[src/rtl/multicycle_control.sv]
// multicycle_control: Moore FSM sequencing a multi-cycle MIPS subset datapath with stall and fault handling
module multicycle_control #(
  parameter int TIMEOUT = 15,
  parameter int CNT_W   = 16
) (
  input  logic             clk,
  input  logic             reset,
  input  logic [5:0]       opcode,
  input  logic             mem_ready,
  output logic             pc_write,
  output logic             pc_write_cond,
  output logic [1:0]       pc_source,
  output logic             i_or_d,
  output logic             mem_read,
  output logic             mem_write,
  output logic             ir_write,
  output logic             reg_dst,
  output logic             reg_write,
  output logic             mem_to_reg,
  output logic             alu_src_a,
  output logic [1:0]       alu_src_b,
  output logic [1:0]       alu_op,
  output logic [3:0]       state,
  output logic             fault,
  output logic [1:0]       fault_code,
  output logic [CNT_W-1:0] instr_retired
);
  typedef enum logic [3:0] {
    S_RESET  = 4'd0,
    S_FETCH  = 4'd1,
    S_DECODE = 4'd2,
    S_MEMADR = 4'd3,
    S_MEMRD  = 4'd4,
    S_MEMWB  = 4'd5,
    S_MEMWR  = 4'd6,
    S_EXEC   = 4'd7,
    S_ALUWB  = 4'd8,
    S_BRANCH = 4'd9,
    S_JUMP   = 4'd10,
    S_FAULT  = 4'd15
  } state_t;
  localparam int WW = TIMEOUT > 1 ? $clog2(TIMEOUT) : 1;
  localparam logic [5:0] OP_R = 6'b000000, OP_LW = 6'b100011, OP_SW = 6'b101011;
  localparam logic [5:0] OP_BEQ = 6'b000100, OP_J = 6'b000010;
  state_t st, nx;
  logic [WW-1:0] wcnt;
  logic [1:0] fc_nx;
  logic wait_st, expired, retire;
  assign state   = st;
  assign fault   = st == S_FAULT;
  assign wait_st = st inside {S_FETCH, S_MEMRD, S_MEMWR};
  // a ready on the last allowed cycle still completes the access
  assign expired = wait_st && !mem_ready && wcnt == WW'(TIMEOUT - 1);
  assign retire  = nx == S_FETCH && st inside {S_MEMWB, S_MEMWR, S_ALUWB, S_BRANCH, S_JUMP};
  always_comb begin
    nx            = st;
    fc_nx         = fault_code;
    pc_write      = 1'b0;
    pc_write_cond = 1'b0;
    pc_source     = 2'b00;
    i_or_d        = 1'b0;
    mem_read      = 1'b0;
    mem_write     = 1'b0;
    ir_write      = 1'b0;
    reg_dst       = 1'b0;
    reg_write     = 1'b0;
    mem_to_reg    = 1'b0;
    alu_src_a     = 1'b0;
    alu_src_b     = 2'b00;
    alu_op        = 2'b00;
    case (st)
      S_RESET: nx = S_FETCH;
      S_FETCH: begin
        mem_read  = 1'b1;
        alu_src_b = 2'b01;
        ir_write  = mem_ready;
        pc_write  = mem_ready;
        nx        = mem_ready ? S_DECODE : expired ? S_FAULT : S_FETCH;
      end
      S_DECODE: begin
        alu_src_b = 2'b11;
        nx = (opcode == OP_LW || opcode == OP_SW) ? S_MEMADR :
             opcode == OP_R   ? S_EXEC :
             opcode == OP_BEQ ? S_BRANCH :
             opcode == OP_J   ? S_JUMP : S_FAULT;
        fc_nx = nx == S_FAULT ? 2'b01 : fault_code;
      end
      S_MEMADR: begin
        alu_src_a = 1'b1;
        alu_src_b = 2'b10;
        nx        = opcode == OP_SW ? S_MEMWR : S_MEMRD;
      end
      S_MEMRD: begin
        mem_read = 1'b1;
        i_or_d   = 1'b1;
        nx       = mem_ready ? S_MEMWB : expired ? S_FAULT : S_MEMRD;
      end
      S_MEMWB: begin
        reg_write  = 1'b1;
        mem_to_reg = 1'b1;
        nx         = S_FETCH;
      end
      S_MEMWR: begin
        mem_write = 1'b1;
        i_or_d    = 1'b1;
        nx        = mem_ready ? S_FETCH : expired ? S_FAULT : S_MEMWR;
      end
      S_EXEC: begin
        alu_src_a = 1'b1;
        alu_op    = 2'b10;
        nx        = S_ALUWB;
      end
      S_ALUWB: begin
        reg_write = 1'b1;
        reg_dst   = 1'b1;
        nx        = S_FETCH;
      end
      S_BRANCH: begin
        alu_src_a     = 1'b1;
        alu_op        = 2'b01;
        pc_write_cond = 1'b1;
        pc_source     = 2'b01;
        nx            = S_FETCH;
      end
      S_JUMP: begin
        pc_write  = 1'b1;
        pc_source = 2'b10;
        nx        = S_FETCH;
      end
      S_FAULT: nx = S_FAULT;
      default: nx = S_FAULT;
    endcase
    if (expired) fc_nx = 2'b10;
  end
  always_ff @(posedge clk) begin
    if (reset) begin
      st            <= S_RESET;
      wcnt          <= '0;
      fault_code    <= 2'b00;
      instr_retired <= '0;
    end else begin
      st            <= nx;
      wcnt          <= (wait_st && nx == st) ? wcnt + 1'b1 : '0;
      fault_code    <= fc_nx;
      instr_retired <= retire ? instr_retired + 1'b1 : instr_retired;
    end
  end
endmodule

[config.mk]
export PLATFORM = sky130hd
export DESIGN_NAME = multicycle_control
export DESIGN_NICKNAME = d
export VERILOG_FILES = /design/src/rtl/multicycle_control.sv
export SDC_FILE = /design/constraint.sdc
export NUM_CORES = 1
export LEC_CHECK = 0
export CORE_MARGIN = 5
export CORE_UTILIZATION = 43
export CTS_CLUSTER_SIZE = 30
export DETAILED_ROUTE_END_ITERATION = 16
export PLACE_DENSITY = 0.79
export SLEW_MARGIN = 20
export SYNTH_ARGS = -nofsm -noshare
export SYNTH_HDL_FRONTEND = slang
export SYNTH_SLANG_ARGS = --single-unit
[constraint.sdc]
create_clock -name clk -period 2.4 [get_ports clk]
set_input_delay 0.48 -clock clk [delete_from_list [all_inputs] [get_ports clk]]
set_output_delay 0.48 -clock clk [all_outputs]
set_load 0.005 [all_outputs]
==> results.sh <==
export IMPL_ant_nets=0
export IMPL_setup_viol_count_final=0
export IMPL_cts_sink_count=26
export IMPL_cts_made_buffers=3
export IMPL_synth_nets=217
export IMPL_crit_type="flop to output pin"
export IMPL_syn_mean_instance_area_um2=8.03
export IMPL_yosysSeqAreaShare=0.316
export IMPL_vias_per_cell=5.73
export IMPL_htreeDepth=1
export IMPL_synth_area_um2=1650
export IMPL_coreArea_um2=3690
export IMPL_final_cells=332
export IMPL_tns_ps=0
export IMPL_p_leak_nw=0.950
export IMPL_area_delta_synth_final_pct=56.9
export IMPL_cp_endpoint="pc_write"
export IMPL_routabilityCongestion=0.919
export IMPL_cts_tree="done"
export IMPL_path_cells="buf_4 > nor2b_4 > and3_4 > buf_4 > or2_2 > clkdlybuf4s50_1"
export IMPL_die_x_um=71.9
export IMPL_die_h_um=71.9
export IMPL_synth_seq_cells=26
export IMPL_first_global_vias=1787
export IMPL_relSlewSlack=0.586
export IMPL_wl_per_cell_um=15.2
export IMPL_cts_root_buf="clkbuf_8"
export IMPL_io_buffers=47
export IMPL_clk_pin_slew_ps=100
export IMPL_synth_compound_area_frac=0.226
export IMPL_grt_pass1_wl_um=8260
export IMPL_synth_edf_count=0
export IMPL_synth_distinct_cells=57
export IMPL_start_kind="flop"
export IMPL_endpoint_kind="output pin"
export IMPL_synth_main_ff_cell="dfxtp_1"
export IMPL_synthAdderAreaFrac=0.0228
export IMPL_nets=297
export IMPL_syn_inst=205
export IMPL_worst_ep_required_time_ps=1920
export IMPL_synth_simple_area_share=0.328
export IMPL_dieArea_um2=5170
export IMPL_ctsLongestPathBuffers=2
export IMPL_io_pins=48
export IMPL_cp_arrival_ps=1850
export IMPL_cap_violations=0
export IMPL_start_util=0.446
export IMPL_async_reset_ff_frac=0
export IMPL_p_seq_frac=0.370
export IMPL_grt_overflow=0
export IMPL_slowest_delay_ps=460
export IMPL_holdWs_ps=438
export IMPL_r2r_setup_slack_ps=110
export IMPL_clk_latency_ps=270
export IMPL_outcome="finished clean"
export IMPL_yosys_warnings=0
export IMPL_placed_cell_area_um2=2340
export IMPL_cp_depth=6
export IMPL_power_clock_fraction=0.281
export IMPL_detailroute_via_count=1904
export IMPL_synth_area_mux_share=0.0266
export IMPL_drtPass1Iterations=4
export IMPL_grt_start_max_net_pins=26
export IMPL_synth_xor_area_frac=0.0160
export IMPL_cp_startpoint="state[1]"
export IMPL_power_switching_mw=0.371
export IMPL_cp_top_family="buffers and inverters"
export IMPL_final_hold_violation_count=0
export IMPL_reg2reg_depth=9
export IMPL_p_int_mw=0.915
export IMPL_cp_max_fo=7
export IMPL_period_needed_ps=2330
export IMPL_antenna_found_initial=0
export IMPL_drt_iter0_drc=122
export IMPL_antenna_cells=0
export IMPL_tightest_slew_ps=613
export IMPL_ir_drop_mv=0.580
export IMPL_r2r_start="wcnt[0]"
export IMPL_skew_ps=11.3
export IMPL_synth_top_family_by_area="simple AND/OR/NAND/NOR gates"
export IMPL_placed_cells=319
export IMPL_hold_class="flop to flop"
export IMPL_crit_slowest_cell="clkdlybuf4s50_1"
export IMPL_layout_common_cells="clkdlybuf4s50_1, buf_4, nor2_1"
export IMPL_rsz0062_at_grt="false"
export IMPL_switching_share=0.288
export IMPL_totalWireLength_um=5050
export IMPL_crit_top_cell="buf_4"
export IMPL_core_rowCount=22
export IMPL_grt_usage=0.197
export IMPL_p_comb_frac=0.349
export IMPL_fmaxAchievable_ghz=0.429
export IMPL_power_density_nw_per_um2=498
export IMPL_drc=0
export IMPL_slew_viol_final=0
export IMPL_finalInstanceArea_um2=2580
export IMPL_crit_buf_inv=3
export IMPL_drive_gt1_frac=0.254
export IMPL_min_period_over_period=0.972
export IMPL_layout_commonest_cell="clkdlybuf4s50_1"
export IMPL_r2r_end="instr_retired[2]"
export IMPL_power_mw=1.29
export IMPL_dp_hpwl_um=3510
per-stage QoR:
stage | utilization | setup slack [ps]
6_report | 0.700 | 67.4
5_1_grt | 0.700 | 0.992
4_1_cts | 0.682 | 7.72
3_5_place_dp | 0.635 | -408
3_3_place_gp | 0.635 | -324
2_1_floorplan | - | 55.7
sequential cells by signal (all words and copies together), names as in the netlist:
name / count
instr_retired: 16
state: 4
wcnt: 4
fault_code: 2
cell families (layout without fill, tap and decap cells):
family,Yosys count,in the layout
AO/OA/AOI/OAI,56,56
adder cells (fa/ha/maj),3,3
flip-flops,26,26
XOR/XNOR,3,3
buffers and inverters,21,100
multiplexers,4,4
AND/OR/NAND/NOR,92,92
cell type report:
class,count,area (um2)
multi-input cells,158,1100
inverters,8,30.0
well taps,48,60.1
fillers,297,1100
clock inverters,1,30.0
flip-flops and latches,26,534
repair buffers,88,790
clock buffers,3,41.3
worst min-delay path by stage:
stage | start | end | slack, ps | depth (start not counted)
after floorplan | wcnt[0] | wcnt[0] | 430 | 1
after global placement | wcnt[0] | wcnt[0] | 440 | 1
after detailed placement | fault_code[0] | fault_code[0] | 450 | 2
after CTS | wcnt[0] | wcnt[0] | 440 | 1
after global routing | wcnt[0] | wcnt[0] | 470 | 1
final | wcnt[0] | wcnt[0] | 440 | 1
timing repair:
item / CTS / global route
endpoints found under the setup margin: 15 / 16
pin swaps: 2 / 6
hold endpoints to repair: 0 / 0
resized for setup: 17 / 19
setup buffers: 8 / 1
hold buffers: 0 / 0
worst reg2reg max path, cell delays in order, from the launching register on:
cell and delay (ps):
dfxtp_2 360, inv_1 50, ha_2 170, nand4b_1 170
a2111oi_4 70, or4_4 550, buf_6 160, buf_6 120
or4_4 470, a21oi_2 120
layer usage:
metal	vias to the layer above	part of all wire	track usage
met1	910	0.42	0.252
li1	931	-	-
met5	-	0	0
met4	0	0.0095	0.0585
met3	4	0.057	0.0407
met2	59	0.51	0.332
Yosys cell counts (3+ instances only):
| library cell | instances | share of area |
|---|---|---|
| dfxtp_1 | 26 | 0.32 |
| ha_1 | 3 | 0.023 |
| nand4_1 | 5 | 0.019 |
| nor3_1 | 3 | 0.0091 |
| nand3_1 | 6 | 0.018 |
| nor2b_1 | 3 | 0.011 |
| clkbuf_1 | 6 | 0.014 |
| nand2_1 | 11 | 0.025 |
| nand2b_1 | 4 | 0.015 |
| nor4_1 | 4 | 0.015 |
| inv_1 | 8 | 0.018 |
| nor2_1 | 22 | 0.050 |
| a21oi_1 | 18 | 0.055 |
| o31ai_1 | 10 | 0.046 |
| o21ai_0 | 6 | 0.018 |
| buf_2 | 3 | 0.0091 |
| or4_1 | 12 | 0.055 |
power groups by stage:
stage          clock [mW]  combinational [mW]  sequential [mW]
3_5_place_dp            0               0.403            0.481
3_3_place_gp            0               0.398            0.482
4_1_cts             0.372               0.429            0.474
2_1_floorplan           0               0.207            0.475
5_1_grt             0.396               0.482            0.480
6_report            0.362               0.448            0.476
Note: power is estimated with default switching activity, not from simulation.
==> edit (config.mk and constraints unchanged) <==
Put one more register stage on the output `instr_retired`, with the module's reset. The value now appears one clock later. The other outputs are not delayed to match.
--- a/src/rtl/multicycle_control.sv
+++ b/src/rtl/multicycle_control.sv
@@ -42,6 +42,8 @@
   localparam int WW = TIMEOUT > 1 ? $clog2(TIMEOUT) : 1;
   localparam logic [5:0] OP_R = 6'b000000, OP_LW = 6'b100011, OP_SW = 6'b101011;
   localparam logic [5:0] OP_BEQ = 6'b000100, OP_J = 6'b000010;
+
+  logic [CNT_W-1:0] instr_retired_s0;
   state_t st, nx;
   logic [WW-1:0] wcnt;
   logic [1:0] fc_nx;
@@ -137,13 +139,21 @@
       st            <= S_RESET;
       wcnt          <= '0;
       fault_code    <= 2'b00;
-      instr_retired <= '0;
+      instr_retired_s0 <= '0;
     end else begin
       st            <= nx;
       wcnt          <= (wait_st && nx == st) ? wcnt + 1'b1 : '0;
       fault_code    <= fc_nx;
-      instr_retired <= retire ? instr_retired + 1'b1 : instr_retired;
+      instr_retired_s0 <= retire ? instr_retired_s0 + 1'b1 : instr_retired_s0;
     end
   end
+  always_ff @(posedge clk) begin
+    if (reset) begin
+      instr_retired <= '0;
+    end else begin
+      instr_retired <= instr_retired_s0;
+    end
+  end
+
 endmodule
 
Behaviour: not the same (Yosys sat finds a counterexample within 10 cycles, from zero or initial values and one cycle with reset high).
==> edit against the unedited design <==
- total power up 20%
- synthesized area up 20%
- largest power group unchanged
- cell count up 7.2%
- count of clock-buffer cells in the layout up 2
- critical endpoint unchanged
- worst setup slack worse by 0.0065 ns
- cell area up 8.4%
- routed wire length down 4.7%
- first-iteration DRC count down 29%
- worst hold slack better by 0.047 ns
- register-to-register slack better by 0.09 ns
- sequential cell count up 16
==> edit: results (changes against the unedited design) <==
Timing
  • Achievable frequency: 0.428 GHz (-0.28%)
  • Final setup skew: 0.00593 ns (-0.00537 ns)
  • Worst-Margin Slew: 0.512 ns (-0.100 ns)

Power
  • Switching share of total power: 0.279 (-0.00958)
  • Sequential group share of total power: 0.474 (+0.104)
  • Leak: 1.02 nW (+6.9%)
  • Sw power: 0.429 mW (+16%)
  • VDD IR max: 425 uV (-27%)

Cells and area
  • Layout Cells excl Fill: 356 (+7.2%)
  • Non-clock buffer share: 0.250 (-0.0559)
  • Fillers: 368 (+24%)
  • Register share of the cell area: 0.301 (+0.0942)
  • Non-CTS buffers: 76 (-14%)
  • Layout cells sized above 1: 0.174 (-0.0792)
  • Area of the multi-input gates: 1070 um2 (-2.3%)
  • Clock network area share: 0.0281 (+0.000535)
  • Non-CTS inverters: 11 (+3)
  • Fraction of area in multi-input gates: 0.383 (-0.0420)
  • CLK BUF: 5 (+2)
  • Multi-input gates: 168 (+6.3%)

Placement
  • Hpwl dp: 3.51 mm (about the same)
  • Placed Instances: 349 (+9.4%)
  • Place WS: -0.210 ns (+0.198 ns)

Synth
  • Largest cells by area after synthesis: dfxtp_1 43%, nor2_1 5.9%, nand2_1 4.0%
  • Syn Inst Count: 233 (+14%)
  • Sequential element share of the synthesized area: 0.426 (+0.110)
  • Synth Register Bits: 42 (+62%)
  • Synth unique cells: 49 (-14%)
  • Commonest cells in the netlist: 42 x dfxtp_1, 31 x nor2_1, 21 x nand2_1
  • Synth Net Count: 245 (+13%)

Worst setup path
  • R2R Setup Slk: 0.20 ns (+0.09 ns)
  • Worst-path fanout max: 4 (-3)
  • R2r startpoint: state[2]
  • Crit-path max cell delay: 0.52 ns (+0.06 ns)
  • R2R depth: 6 (-3)
  • Slowest cell on crit path: clkdlybuf4s50_1
  • CP startpoint: mem_ready
  • Worst r2r dst: instr_retired_s0[10]

Clocking
  • H-Tree Level Count: 2 (+1)
  • CTS resizes: 2 (-15)
  • Worst-path clk slew: 0.07 ns (-0.03 ns)
  • Post-CTS Setup Inserts: 0 (-8)

Floorplan
  • Row cnt: 24 (+9.1%)

Detailed routing
  • WL per Instance: 13.5 um (-11%)
  • Via count: 1879 (-1.3%)

Global routing
  • First-pass GRT wire length: 7.82 mm (-5.3%)
  • Pin count of the biggest net entering global routing: 19 (-27%)
  • Vias in the first global route: 1706 (-4.5%)

Worst hold path
  • HP Start: instr_retired_s0[15]

Outcome
  • Status: completed
[edit: cell families (layout without fill, tap and decap cells)]
kind of cell / Yosys count / in the layout / synth area share
flops: 42 / 42 / 0.426
xor+xnor: 13 / 13 / 0.0577
fa+ha+maj: 3 / 3 / 0.0190
mux: 2 / 2 / 0.0114
simple gates: 113 / 113 / 0.293
buf+inv: 23 / 94 / 0.0545
compound gates: 37 / 37 / 0.139
[edit: worst min path at each step]
stage | endpoint | slack, ns | depth (start not counted)
detailed placement | instr_retired[14] | 0.47 | 2
finish | instr_retired[15] | 0.48 | 1
floorplan | instr_retired[14] | 0.44 | 2
global placement | instr_retired[10] | 0.47 | 2
CTS | instr_retired[15] | 0.49 | 1
global route | instr_retired[13] | 0.51 | 1
[edit: routing by layer]
layer | vias up | global-route usage | part of all wire
met5 | - | 0 | 0
met4 | 0 | 0.0378 | 0.014
met3 | 9 | 0.0347 | 0.049
met2 | 44 | 0.253 | 0.51
met1 | 875 | 0.208 | 0.42
li1 | 951 | - | -
